[config.mk]
export PLATFORM = sky130hd
export DESIGN_NAME = hazard_stall_unit
export DESIGN_NICKNAME = d
export VERILOG_FILES = /design/src/rtl/hazard_stall_unit.sv
export SDC_FILE = /design/constraint.sdc
export NUM_CORES = 1
export LEC_CHECK = 0
export BUFFER_PORTS_ARGS = -buffer_cell sky130_fd_sc_hd__buf_4
export CAP_MARGIN = 40
export CORE_UTILIZATION = 23
export DETAILED_ROUTE_END_ITERATION = 8
export HOLD_SLACK_MARGIN = 0.03
export PLACE_DENSITY_LB_ADDON = 0.08
export SLEW_MARGIN = 5
export SYNTH_ARGS = -nofsm -noshare
export SYNTH_HDL_FRONTEND = slang
export SYNTH_SLANG_ARGS = --single-unit
[constraint.sdc]
create_clock -name clk -period 3.3 [get_ports clk]
set_input_delay 0.66 -clock clk [delete_from_list [all_inputs] [get_ports clk]]
set_output_delay 0.66 -clock clk [all_outputs]
set_load 0.05 [all_outputs]
[src/rtl/hazard_stall_unit.sv]
// Hazard detection and stall control for the ID stage.
// Compares ID source addresses against the ID/EX and EX/MEM destination slots
// using T_use/T_new timing, adds a mult/div structural hazard, and drives the
// PC / IF/ID enables and the ID/EX bubble. Also keeps the mult/div busy
// counter and a free-running count of stalled cycles.
module hazard_stall_unit #(
  parameter int unsigned URA_W       = 7,
  parameter int unsigned MULT_CYCLES = 5,
  parameter int unsigned DIV_CYCLES  = 10
) (
  input  logic             clk,
  input  logic             reset,
  input  logic [URA_W-1:0] rs_URA_D,
  input  logic [URA_W-1:0] rt_URA_D,
  input  logic [1:0]       T_use_rs_D,
  input  logic [1:0]       T_use_rt_D,
  input  logic             md_use_D,
  input  logic [URA_W-1:0] rd_URA_1_E,
  input  logic [URA_W-1:0] rd_URA_2_E,
  input  logic [URA_W-1:0] rd_URA_3_E,
  input  logic [1:0]       T_new_E,
  input  logic [URA_W-1:0] rd_URA_1_M,
  input  logic [URA_W-1:0] rd_URA_2_M,
  input  logic [URA_W-1:0] rd_URA_3_M,
  input  logic [1:0]       T_new_M,
  input  logic             md_start_E,
  input  logic             md_is_div_E,
  output logic             pc_enable,
  output logic             IF_ID_enable,
  output logic             ID_EX_bubble,
  output logic             md_busy,
  output logic [31:0]      stall_count
);

  // The counter must hold whichever of the two latencies is longer.
  localparam int unsigned CNT_MAX = (DIV_CYCLES > MULT_CYCLES) ? DIV_CYCLES : MULT_CYCLES;
  localparam int unsigned CNT_W   = $clog2(CNT_MAX + 1);

  // A source is hazardous against a stage when it names a real register that
  // one of the stage's destination slots writes, and the value is needed
  // before that stage can produce it. src != 0 also keeps zero slots inert.
  function automatic logic src_hazard(
    input logic [URA_W-1:0] src,
    input logic [1:0]       t_use,
    input logic [URA_W-1:0] rd1,
    input logic [URA_W-1:0] rd2,
    input logic [URA_W-1:0] rd3,
    input logic [1:0]       t_new
  );
    logic hit;
    hit = (src == rd1) || (src == rd2) || (src == rd3);
    return (src != '0) && hit && (t_use < t_new);
  endfunction

  logic [CNT_W-1:0] r_md_cnt;
  logic [31:0]      r_stall_count;

  logic w_haz_rs_E;
  logic w_haz_rt_E;
  logic w_haz_rs_M;
  logic w_haz_rt_M;
  logic w_data_haz;
  logic w_md_haz;
  logic w_stall;

  assign md_busy     = (r_md_cnt != '0);
  assign stall_count = r_stall_count;

  // Data and mult/div hazard evaluation for the instruction currently in ID.
  always_comb begin
    w_haz_rs_E = src_hazard(rs_URA_D, T_use_rs_D, rd_URA_1_E, rd_URA_2_E, rd_URA_3_E, T_new_E);
    w_haz_rt_E = src_hazard(rt_URA_D, T_use_rt_D, rd_URA_1_E, rd_URA_2_E, rd_URA_3_E, T_new_E);
    w_haz_rs_M = src_hazard(rs_URA_D, T_use_rs_D, rd_URA_1_M, rd_URA_2_M, rd_URA_3_M, T_new_M);
    w_haz_rt_M = src_hazard(rt_URA_D, T_use_rt_D, rd_URA_1_M, rd_URA_2_M, rd_URA_3_M, T_new_M);
    w_data_haz = w_haz_rs_E | w_haz_rt_E | w_haz_rs_M | w_haz_rt_M;
    // md_start_E covers the issue cycle, before the counter has loaded.
    w_md_haz   = md_use_D & (md_busy | md_start_E);
    w_stall    = w_data_haz | w_md_haz;
  end

  // Freeze the front end and inject a bubble while stalled.
  always_comb begin
    pc_enable    = ~w_stall;
    IF_ID_enable = ~w_stall;
    ID_EX_bubble = w_stall;
  end

  // Mult/div busy counter: load on issue, otherwise count down to zero.
  always_ff @(posedge clk) begin
    if (reset) begin
      r_md_cnt <= '0;
    end else if (md_start_E) begin
      r_md_cnt <= md_is_div_E ? CNT_W'(DIV_CYCLES) : CNT_W'(MULT_CYCLES);
    end else if (r_md_cnt != '0) begin
      r_md_cnt <= r_md_cnt - CNT_W'(1);
    end
  end

  // Debug count of stalled cycles; wraps naturally at 32 bits.
  always_ff @(posedge clk) begin
    if (reset) begin
      r_stall_count <= '0;
    end else if (w_stall) begin
      r_stall_count <= r_stall_count + 32'd1;
    end
  end

endmodule

==> Word level (Yosys, flattened, before mapping) <==
Index checks and enable logic that the tools add are counted.
{ "word_totals": {"n_memories": 0, "latchBits": 0, "in_bits": 69, "rom_bits": 0, "register_bits": 36, "ramBits": 0, "word_cells": 50} }
{ "op_classes": {"n_eq_ne": 12, "mul": 0, "n_mux": 3, "add_sub_neg": 2, "shift": 0, "reduce_logical": 20, "n_lt_le_gt_ge": 4, "n_div": 0, "bitwise": 7} }
{ "op_table": {"columns": ["op", "count"], "rows": [
  ["equality test 7 bit", 12],
  ["adder 32 x 1 -> 32 bit (second input constant)", 1],
  ["nonzero test 7 bit", 2],
  ["two-way mux 4 bit", 3],
  ["logical AND 1 bit", 8],
  ["logical OR 1 bit", 8],
  ["less-than comparator 2 bit", 4],
  ["bitwise OR 1 bit", 5],
  ["nonzero test 4 bit", 1],
  ["subtractor 4 x 1 -> 4 bit (second input constant)", 1],
  ["nonzero test 2 bit", 1],
  ["AND 1 bit", 1],
  ["inverter 1 bit", 1]
]} }

==> Depth between registers and ports, before layout <==
Gate-level depths: netlist of the first run.
{ "depth": {"ltp_word": 10, "depth_mapped": 11} }

==> Worst setup path after synthesis of the first run <==
OpenSTA, ideal clock, no wires.
{ "synth_timing": {"path_kind": "in2out", "from": "in rs_URA_D[5]", "to": "out ID_EX_bubble", "setup_slack_ps": 68, "t_arrival_ps": 2572, "cell_stages": 10, "path_buffers": 3, "required_time_ps": 2640, "path_cell_list": "buf_2 > xnor2_1 > nand4_1 > nor4_1 > o311ai_0 > nand3_1 > nor2_1 > buf_2 > buf_4 > inv_1"} }
{ "synth_between": {"elab_chain_len": 9, "elab_cells_between_ends": 19, "classes_between": "eq/ne (6); bitwise (4); reduce/logical (9)"} }
{ "synth_rtl": {"columns": ["element", "line_no", "text"], "rows": [
  ["from (decl)", "13", "input logic [URA_W-1:0] rs_URA_D,"],
  ["equality test 7 bit", "51", "hit = (src == rd1) || (src == rd2) || (src == rd3);"],
  ["logical OR 1 bit (2 in a row)", "51", null],
  ["logical AND 1 bit (2 in a row)", "52", "return (src != '0) && hit && (t_use < t_new);"],
  ["bitwise OR 1 bit", "75", "w_data_haz = w_haz_rs_E | w_haz_rt_E | w_haz_rs_M | w_haz_rt_M;"],
  ["bitwise OR 1 bit * (2 in a row)", "75", null],
  ["bitwise OR 1 bit *", "78", "w_stall = w_data_haz | w_md_haz;"],
  ["to (decl)", "30", "output logic ID_EX_bubble,"]
]} }
Every way passes the cells marked *; elsewhere a longest branch is shown, timed or not.

==> Worst setup path after layout of the first run <==
{ "layout_timing": {"from": "in rs_URA_D[0]", "to": "out ID_EX_bubble"} }
The elaborated chain is that of the path after synthesis.

==> results.md, run 1 <==
* Max rail drop VDD at 0.000145 V
* Antenna-violating nets left at 0
* IO Port Bufs at about 100
* Clock skew at 0.00859 ns
* Vias in the first global route at around 3000
* FF+latch count, synth at 36
* Post-Route WL at 9.88 mm
* Fin. Hold Viols at 0
* Slew @ Worst Pin at about 0.54 ns
* Min-Delay Path Depth at 2
* Detail Route met2 WL at roughly 4.9 mm
* Fin util at between 30% and 40%
* Slew margin rel. at between 60% and 70%
* CTS tree: done
* Largest family of logic cells by synthesized area: XOR/XNOR gates
* First-pass GRT wire length at roughly 16 mm
* CP required at between 2 and 3 ns
* Initial drt markers at around 100
* Synth Area in Simple Gates at about a quarter
* Crit end category: output pin
* CTS buffer count at 5
* Syn Nets at about 440
* Storage cell area at 721 um2
* CTS sink cnt at 36
* Reg2Reg Capture Point: stall_count[30]
* Max-slew violations at 0
* Die Y at ~120 um
* Gr ovfl total at 0
* Average size of a mapped cell at between 8 and 9 um2
* Layout area overhead at 35.8%
* Post-synthesis sequential area ratio at about a quarter
* DR vias at just under 3000
* Die Width at around 120 um
* FF-to-FF setup slack at roughly 0.66 ns
* Synth Area in Compound Gates at 13.2%
* Hold Startpoint: stall_count[17]
* Worst hold endpoint: stall_count[17]
* WL met3 at 542 um
* Adder-cell share of the synthesized area at 2.96%
* Post-synth ARST share at 0%
* Fillers at approximately 1400
* Reg2reg path depth at 7
* Clock transition at the registers of the reported paths at approximately 0.050 ns
* Outcome: completed
* Max FO, Critical Path at 26
* Post-CTS Hold Buffers at 0
* Area leader, netlist: dfxtp_1
* Post-DP HPWL at between 7 and 8 mm
* CTS root buffer: clkbuf_16
* H-tree levels at 2
* Worst-skew pair later-pin latency at about 0.28 ns
* DR DRC count at 0
* RSZ-0062 raised after global routing: no
* Commonest non-fill, non-tap cells in the layout: 108 x buf_4, 50 x xnor2_1, 49 x xor2_1
* Top-area cell type share of the netlist area at between 20% and 30%
* Initial DRT Pass Iterations at 4
* Max Buffers Root-to-Sink at 2
* Final GP Congestion at 0.872
* Synth Area in XOR/XNOR at 29.4%
* Gr usage total at 15.4%
* Post-synthesis cell count at roughly 370
* Setup CP Type: input pin to output pin
* Crit path arrival time at between 2 and 2.5 ns
* Multi-input gate area at 2070 um2
* Post-synth cell types at 41
* Post_cts resized at 0
* Top Layer Used: met4
* Leak pwr at around 1.5 nW
* Post-layout minimum cycle time at 3.03 ns
* Net count reported at finish at 530
* Synth Flop Type: dfxtp_1
* Yosys Warn Count at 0
* M1 wire length at between 4 and 5 mm
* FMAX at approximately 330 MHz
* Pwr per Cell Area at 328 nW/um2
* Antenna diodes at 0
* Largest cells by area after synthesis: dfxtp_1 24%, xnor2_1 15%, xor2_1 15%, a21oi_1 3.7%, nand4_1 3.6%
* Final setup viols at 0
* Origin of the critical flop-to-flop path: stall_count[3]
* Via density at ~4.7
* Die area at 13300 um2
* Post-synthesis mux area share at less than 1%
* Commonest non-fill, non-tap cell in the layout: buf_4
* Rows at between 40 and 50
* Fin crit share at 91.8%
* Post-Route Setup TNS at 0 ns
* I/O pins at around 110
* Tightest Hold Check Type: register to register
* Largest net degree at the start of global routing at 39
* Initial antenna violation count at 0
* Max-capacitance violation count at 0
* Routed WL per cell at around 16 um
* Total core area at between 10000 and 15000 um2
* Starting Density at between 20% and 30%
* Layout cells sized above 1 at 27.0%
* CP startpoint kind: input pin
* # Post-CTS Setup Buffers at 0
* Mapped Area at roughly 3000 um2
* Number of synthesized flops with an enable pin at 0
synthesized netlist by cell type, types with 2 or more instances:
library cell	count
xnor2_1	50
xor2_1	49
dfxtp_1	36
nor2_1	24
a21oi_1	22
nand2_1	17
nand4_1	17
buf_2	15
nor4_1	15
o21ai_0	11
nand3_1	10
clkbuf_1	9
o31ai_1	8
or3_1	8
or4_1	8
ha_1	7
inv_1	6
nor3_1	6
o2111ai_1	6
nand2b_1	5
and3_1	4
o211ai_1	4
nor2b_1	3
o21ai_1	3
or2_2	3
and2_1	2
and4_4	2
buf_4	2
o311ai_0	2
critical path, cell delays in order:
cell      delay [ns]
buf_4           0.16
xnor2_1         0.13
nand4_1         0.09
nor4_1          0.06
o311ai_0        0.44
nand3_1         0.17
nor2_1          0.21
buf_12          0.19
inv_1           0.05
buf_4           0.18
area by class of cell:
cell class	instances	share of cell area (%)
Multi-Input combinational cell	296	51.7
Timing Repair Buffer	109	20.7
Sequential cell	36	18.0
Tap cell	172	5.36
Clock buffer	7	3.56
Inverter	6	0.561
Clock inverter	1	0.187
stage by stage:
step / cell area, um2 / power, mW / std cells / hold slack, ns / setup slack [ns]
6_report: 4010 / 1.32 / 627 / 0.502 / 0.271
5_1_grt: 4010 / 1.39 / 627 / 0.529 / 0.115
4_1_cts: 4010 / 1.34 / 627 / 0.502 / 0.282
3_5_place_dp: 3860 / 0.841 / 619 / 0.493 / 0.289
3_3_place_gp: 3860 / 0.841 / 619 / 0.489 / 0.305
2_1_floorplan: 2950 / 0.691 / 366 / 0.560 / 0.0677
worst max-delay path by stage:
stage                 from            to  slack [ns]  cells after the start
2_1_floorplan  rs_URA_D[5]  ID_EX_bubble        0.07                     10
3_3_place_gp   rs_URA_D[0]  ID_EX_bubble        0.30                     10
4_1_cts        rs_URA_D[0]  ID_EX_bubble        0.28                     10
5_1_grt        rs_URA_D[0]  ID_EX_bubble        0.11                     10
6_report       rs_URA_D[0]  ID_EX_bubble        0.27                     10
3_5_place_dp   rs_URA_D[0]  ID_EX_bubble        0.29                     10
metal layers:
layer | vias up | GRT usage, %
li1 | 1480 | -
met1 | 1369 | 18.6
met2 | 79 | 27.5
met3 | 8 | 3.74
met4 | 0 | 3.29
met5 | - | 0
registers in the layout (all words and copies together), names as in the netlist:
register	cells
r_md_cnt	4
stall_count	32
report_power, final:
| part | internal (mW) | total, mW | leakage (nW) | switching, mW |
|---|---|---|---|---|
| Combinational | 0.166 | 0.372 | 1.17 | 0.207 |
| Sequential | 0.445 | 0.454 | 0.291 | 0.00901 |
| Clock | 0.301 | 0.491 | 0.0701 | 0.190 |
kinds of logic after synthesis:
kind of cell	count (synthesis)
XOR/XNOR	99
AO/OA/AOI/OAI	62
flip-flops	36
buffers and inverters	34
multiplexers	2
adder cells (fa/ha/maj)	7
AND/OR/NAND/NOR	126
Power figures use the tool's default switching activity.
==> run 2: changes to the inputs <==
==> constraint.sdc (replaced) <==
create_clock -name clk -period 3.56 [get_ports clk]
set_input_delay 0.712 -clock clk [delete_from_list [all_inputs] [get_ports clk]]
set_output_delay 0.712 -clock clk [all_outputs]
set_load 0.05 [all_outputs]
==> run 2 against run 1 <==
  * Power down 2.5%
  * Final cell count did not move
  * Clock skew is 0.0012 ns lower
  * Critical path depth decreased by 1
  * Non-clock buffer count did not move
  * Global-route usage is essentially flat
  * Die area did not move
  * Sequential share of layout area barely moved
  * Final area increased by 0.22%
  * Clock power up 6.1%
  * Utilization rose by 0.070 points
  * First-iteration DRC count grew 23%
  * Largest power group unchanged
  * Highest routed layer unchanged
==> results.md, run 2 (same netlist as run 1, synthesis figures left out) <==
* I/O pins at 105 (unchanged)
* CP required at 2.85 ns (was 2.64 ns)
* FF-to-FF setup slack at 0.95 ns (was 0.66 ns)
* Worst hold endpoint: stall_count[22] (was stall_count[17])
* Die Y at 115 um (unchanged)
* Finished Cell Area at 4020 um2 (was 4010 um2)
* Gr ovfl total at 0 (unchanged)
* Tightest Hold Check Type: register to register (unchanged)
* Reg2Reg Capture Point: stall_count[30] (unchanged)
* Slowest stage cell, crit path: nor4_1 (was o311ai_0)
* CP most frequent cell: buf_4 (unchanged)
* # Post-CTS Setup Buffers at 0 (unchanged)
* Crit path largest cell delay at 0.48 ns (was 0.44 ns)
* Gr usage total at 15.4% (about the same)
* Pwr per Cell Area at 319 nW/um2 (was 328 nW/um2)
* Layout cells sized above 1 at 27.3% (was 27.0%)
* CP startpoint kind: input pin (unchanged)
* Initial antenna violation count at 0 (unchanged)
* Total core area at 12600 um2 (unchanged)
* Leak pwr at 1.53 nW (about the same)
* CTS buffer count at 5 (unchanged)
* Post-Route WL at 9.86 mm (was 9.88 mm)
* Final GP Congestion at 0.881 (was 0.872)
* Die area at 13300 um2 (unchanged)
* Initial drt markers at 124 (was 101)
* Starting Density at 23.5% (unchanged)
* Post-layout minimum cycle time at 3.19 ns
* Fin. Hold Viols at 0 (unchanged)
* Max rail drop VDD at 0.000170 V (was 0.000145 V)
* Commonest non-fill, non-tap cells in the layout: 109 x buf_4, 50 x xnor2_1, 49 x xor2_1 (was 108 x buf_4, 50 x xnor2_1, 49 x xor2_1)
* Max reg flops at 32 (unchanged)
* Post-Route Setup TNS at 0 ns (unchanged)
* Initial DRT Pass Iterations at 4 (unchanged)
* Buf/Inv on CP at 4 (unchanged)
* Clock skew at 0.00740 ns (was 0.00859 ns)
* Antenna diodes at 0 (unchanged)
* RSZ-0062 raised after global routing: no (unchanged)
* Layout area overhead at 36.1% (was 35.8%)
* Setup CP Type: input pin to output pin (unchanged)
* Post-DP HPWL at 7.67 mm (was 7.57 mm)
* Max-slew violations at 0 (unchanged)
* IO Port Bufs at 104 (unchanged)
* H-tree levels at 2 (unchanged)
* Post-CTS Hold Buffers at 0 (unchanged)
* Slew margin rel. at 64.1% (was 64.2%)
* Slew @ Worst Pin at 0.538 ns (was 0.537 ns)
* Critical Path, Cell by Cell: buf_4 > nor4_1 > a221oi_1 > o31ai_1 > nand3_1 > nor2_1 > buf_4 > inv_1 > buf_4 (was buf_4 > xnor2_1 > nand4_1 > nor4_1 > o311ai_0 > nand3_1 > nor2_1 > buf_12 > inv_1 > buf_4)
* Comb power frac at 26.6% (was 28.3%)
* Vias in the first global route at 2970 (was 3088)
* PnR worst setup slack at 0.373 ns (was 0.271 ns)
* Final setup viols at 0 (unchanged)
* Net count reported at finish at 530 (unchanged)
* CTS tree: done (unchanged)
* Hold Startpoint: stall_count[22] (was stall_count[17])
* Origin of the critical flop-to-flop path: stall_count[3] (unchanged)
* Max FO, Critical Path at 13 (was 26)
* CTS sink cnt at 36 (unchanged)
* Antenna-violating nets left at 0 (unchanged)
* Tot Pwr at 1.28 mW (was 1.32 mW)
* Outcome: completed (unchanged)
* Delay-heaviest family, CP: simple AND/OR/NAND/NOR gates (was buffers and inverters)
* Die Width at 115 um (unchanged)
* Rows at 41 (unchanged)
* DR vias at 2982 (was 2936)
* Switching power total at 0.388 mW (was 0.406 mW)
* First-pass GRT wire length at 15.7 mm (was 15.6 mm)
* Internal at 0.896 mW (was 0.911 mW)
* Clk pwr share at 40.6% (was 37.3%)
* WHS at 0.500 ns (was 0.502 ns)
* Worst-skew pair later-pin latency at 0.28 ns (about the same)
* Max-capacitance violation count at 0 (unchanged)
* Sequential power share at 32.8% (was 34.4%)
* Min-Delay Path Depth at 2 (unchanged)
* Clock transition at the registers of the reported paths at 0.07 ns (was 0.05 ns)
* Crit end category: output pin (unchanged)
* Sw Ratio at 30.2% (was 30.8%)
* Max Buffers Root-to-Sink at 2 (unchanged)
* Fin crit share at about nine tenths
* Post_cts resized at 0 (unchanged)
* Routed WL per cell at 15.7 um (about the same)
* Inst Count DP at 619 (unchanged)
* Commonest non-fill, non-tap cell in the layout: buf_4 (unchanged)
* Reg2reg path depth at 7 (unchanged)
* DR DRC count at 0 (unchanged)
* Crit path arrival time at 2.47 ns (was 2.37 ns)
* Post-Layout Cell Count at 627 (unchanged)
* Placement Cell Area at 3850 um2 (was 3860 um2)
* Fin util at 32.0% (was 31.9%)
* FMAX at between 300 and 400 MHz
* Largest net degree at the start of global routing at 39 (unchanged)
* Via density at 4.76 (was 4.68)
* CTS root buffer: clkbuf_16 (unchanged)
* Worst slack at placement at 0.370 ns (was 0.289 ns)
run 2: changes by cell type in the layout (fill, tap and decap cells not counted):
| cell | before | now |
|---|---|---|
| bufinv_16 | 0 | 1 |
| clkbuf_1 | 1 | 0 |
| buf_12 | 1 | 0 |
| buf_4 | 108 | 109 |
| inv_6 | 0 | 1 |
| clkbuf_8 | 1 | 0 |
run 2: area by class of cell:
| type | count | area [um2] |
|---|---|---|
| fillers | 1371 | 8550 |
| multi-input cells | 296 | 2070 |
| repair buffers | 109 | 818 |
| flip-flops and latches | 36 | 721 |
| well taps | 172 | 215 |
| clock buffers | 5 | 125 |
| clock inverters | 3 | 46.3 |
| inverters | 6 | 22.5 |
run 2: worst max-delay path by stage:
stage,from,to,slack [ns],cells after the start
2_1_floorplan,rs_URA_D[5],ID_EX_bubble,0.22,10
3_3_place_gp,rt_URA_D[2],ID_EX_bubble,0.40,9
3_5_place_dp,rt_URA_D[2],ID_EX_bubble,0.37,9
4_1_cts,rt_URA_D[2],ID_EX_bubble,0.36,9
5_1_grt,rt_URA_D[2],ID_EX_bubble,0.18,9
6_report,rt_URA_D[2],ID_EX_bubble,0.37,9
run 2: power by group through the flow:
stage | Sequential (mW) | Combinational (mW) | Clock (mW)
4_1_cts | 0.422 | 0.347 | 0.538
3_3_place_gp | 0.430 | 0.345 | 0
3_5_place_dp | 0.431 | 0.345 | 0
5_1_grt | 0.422 | 0.375 | 0.565
6_report | 0.421 | 0.341 | 0.521
2_1_floorplan | 0.442 | 0.199 | 0
run 2: worst register-to-register path, stage by stage, from the launching register on:
cell	delay, ns
dfxtp_1	0.47
and4_4	0.30
and4_4	0.26
and3_1	0.33
nand4_4	0.18
or3_1	0.39
or4_1	0.47
a21oi_1	0.15
run 2: metal layers:
layer | vias to the layer above | share of wire (%) | wire [um] | GRT usage [%]
met5 | - | 0 | 0 | 0
met4 | 0 | 1.4 | 141 | 3.90
met3 | 13 | 4.6 | 455 | 3.27
met2 | 80 | 48 | 4740 | 25.7
met1 | 1414 | 46 | 4530 | 19.9
li1 | 1475 | - | - | -
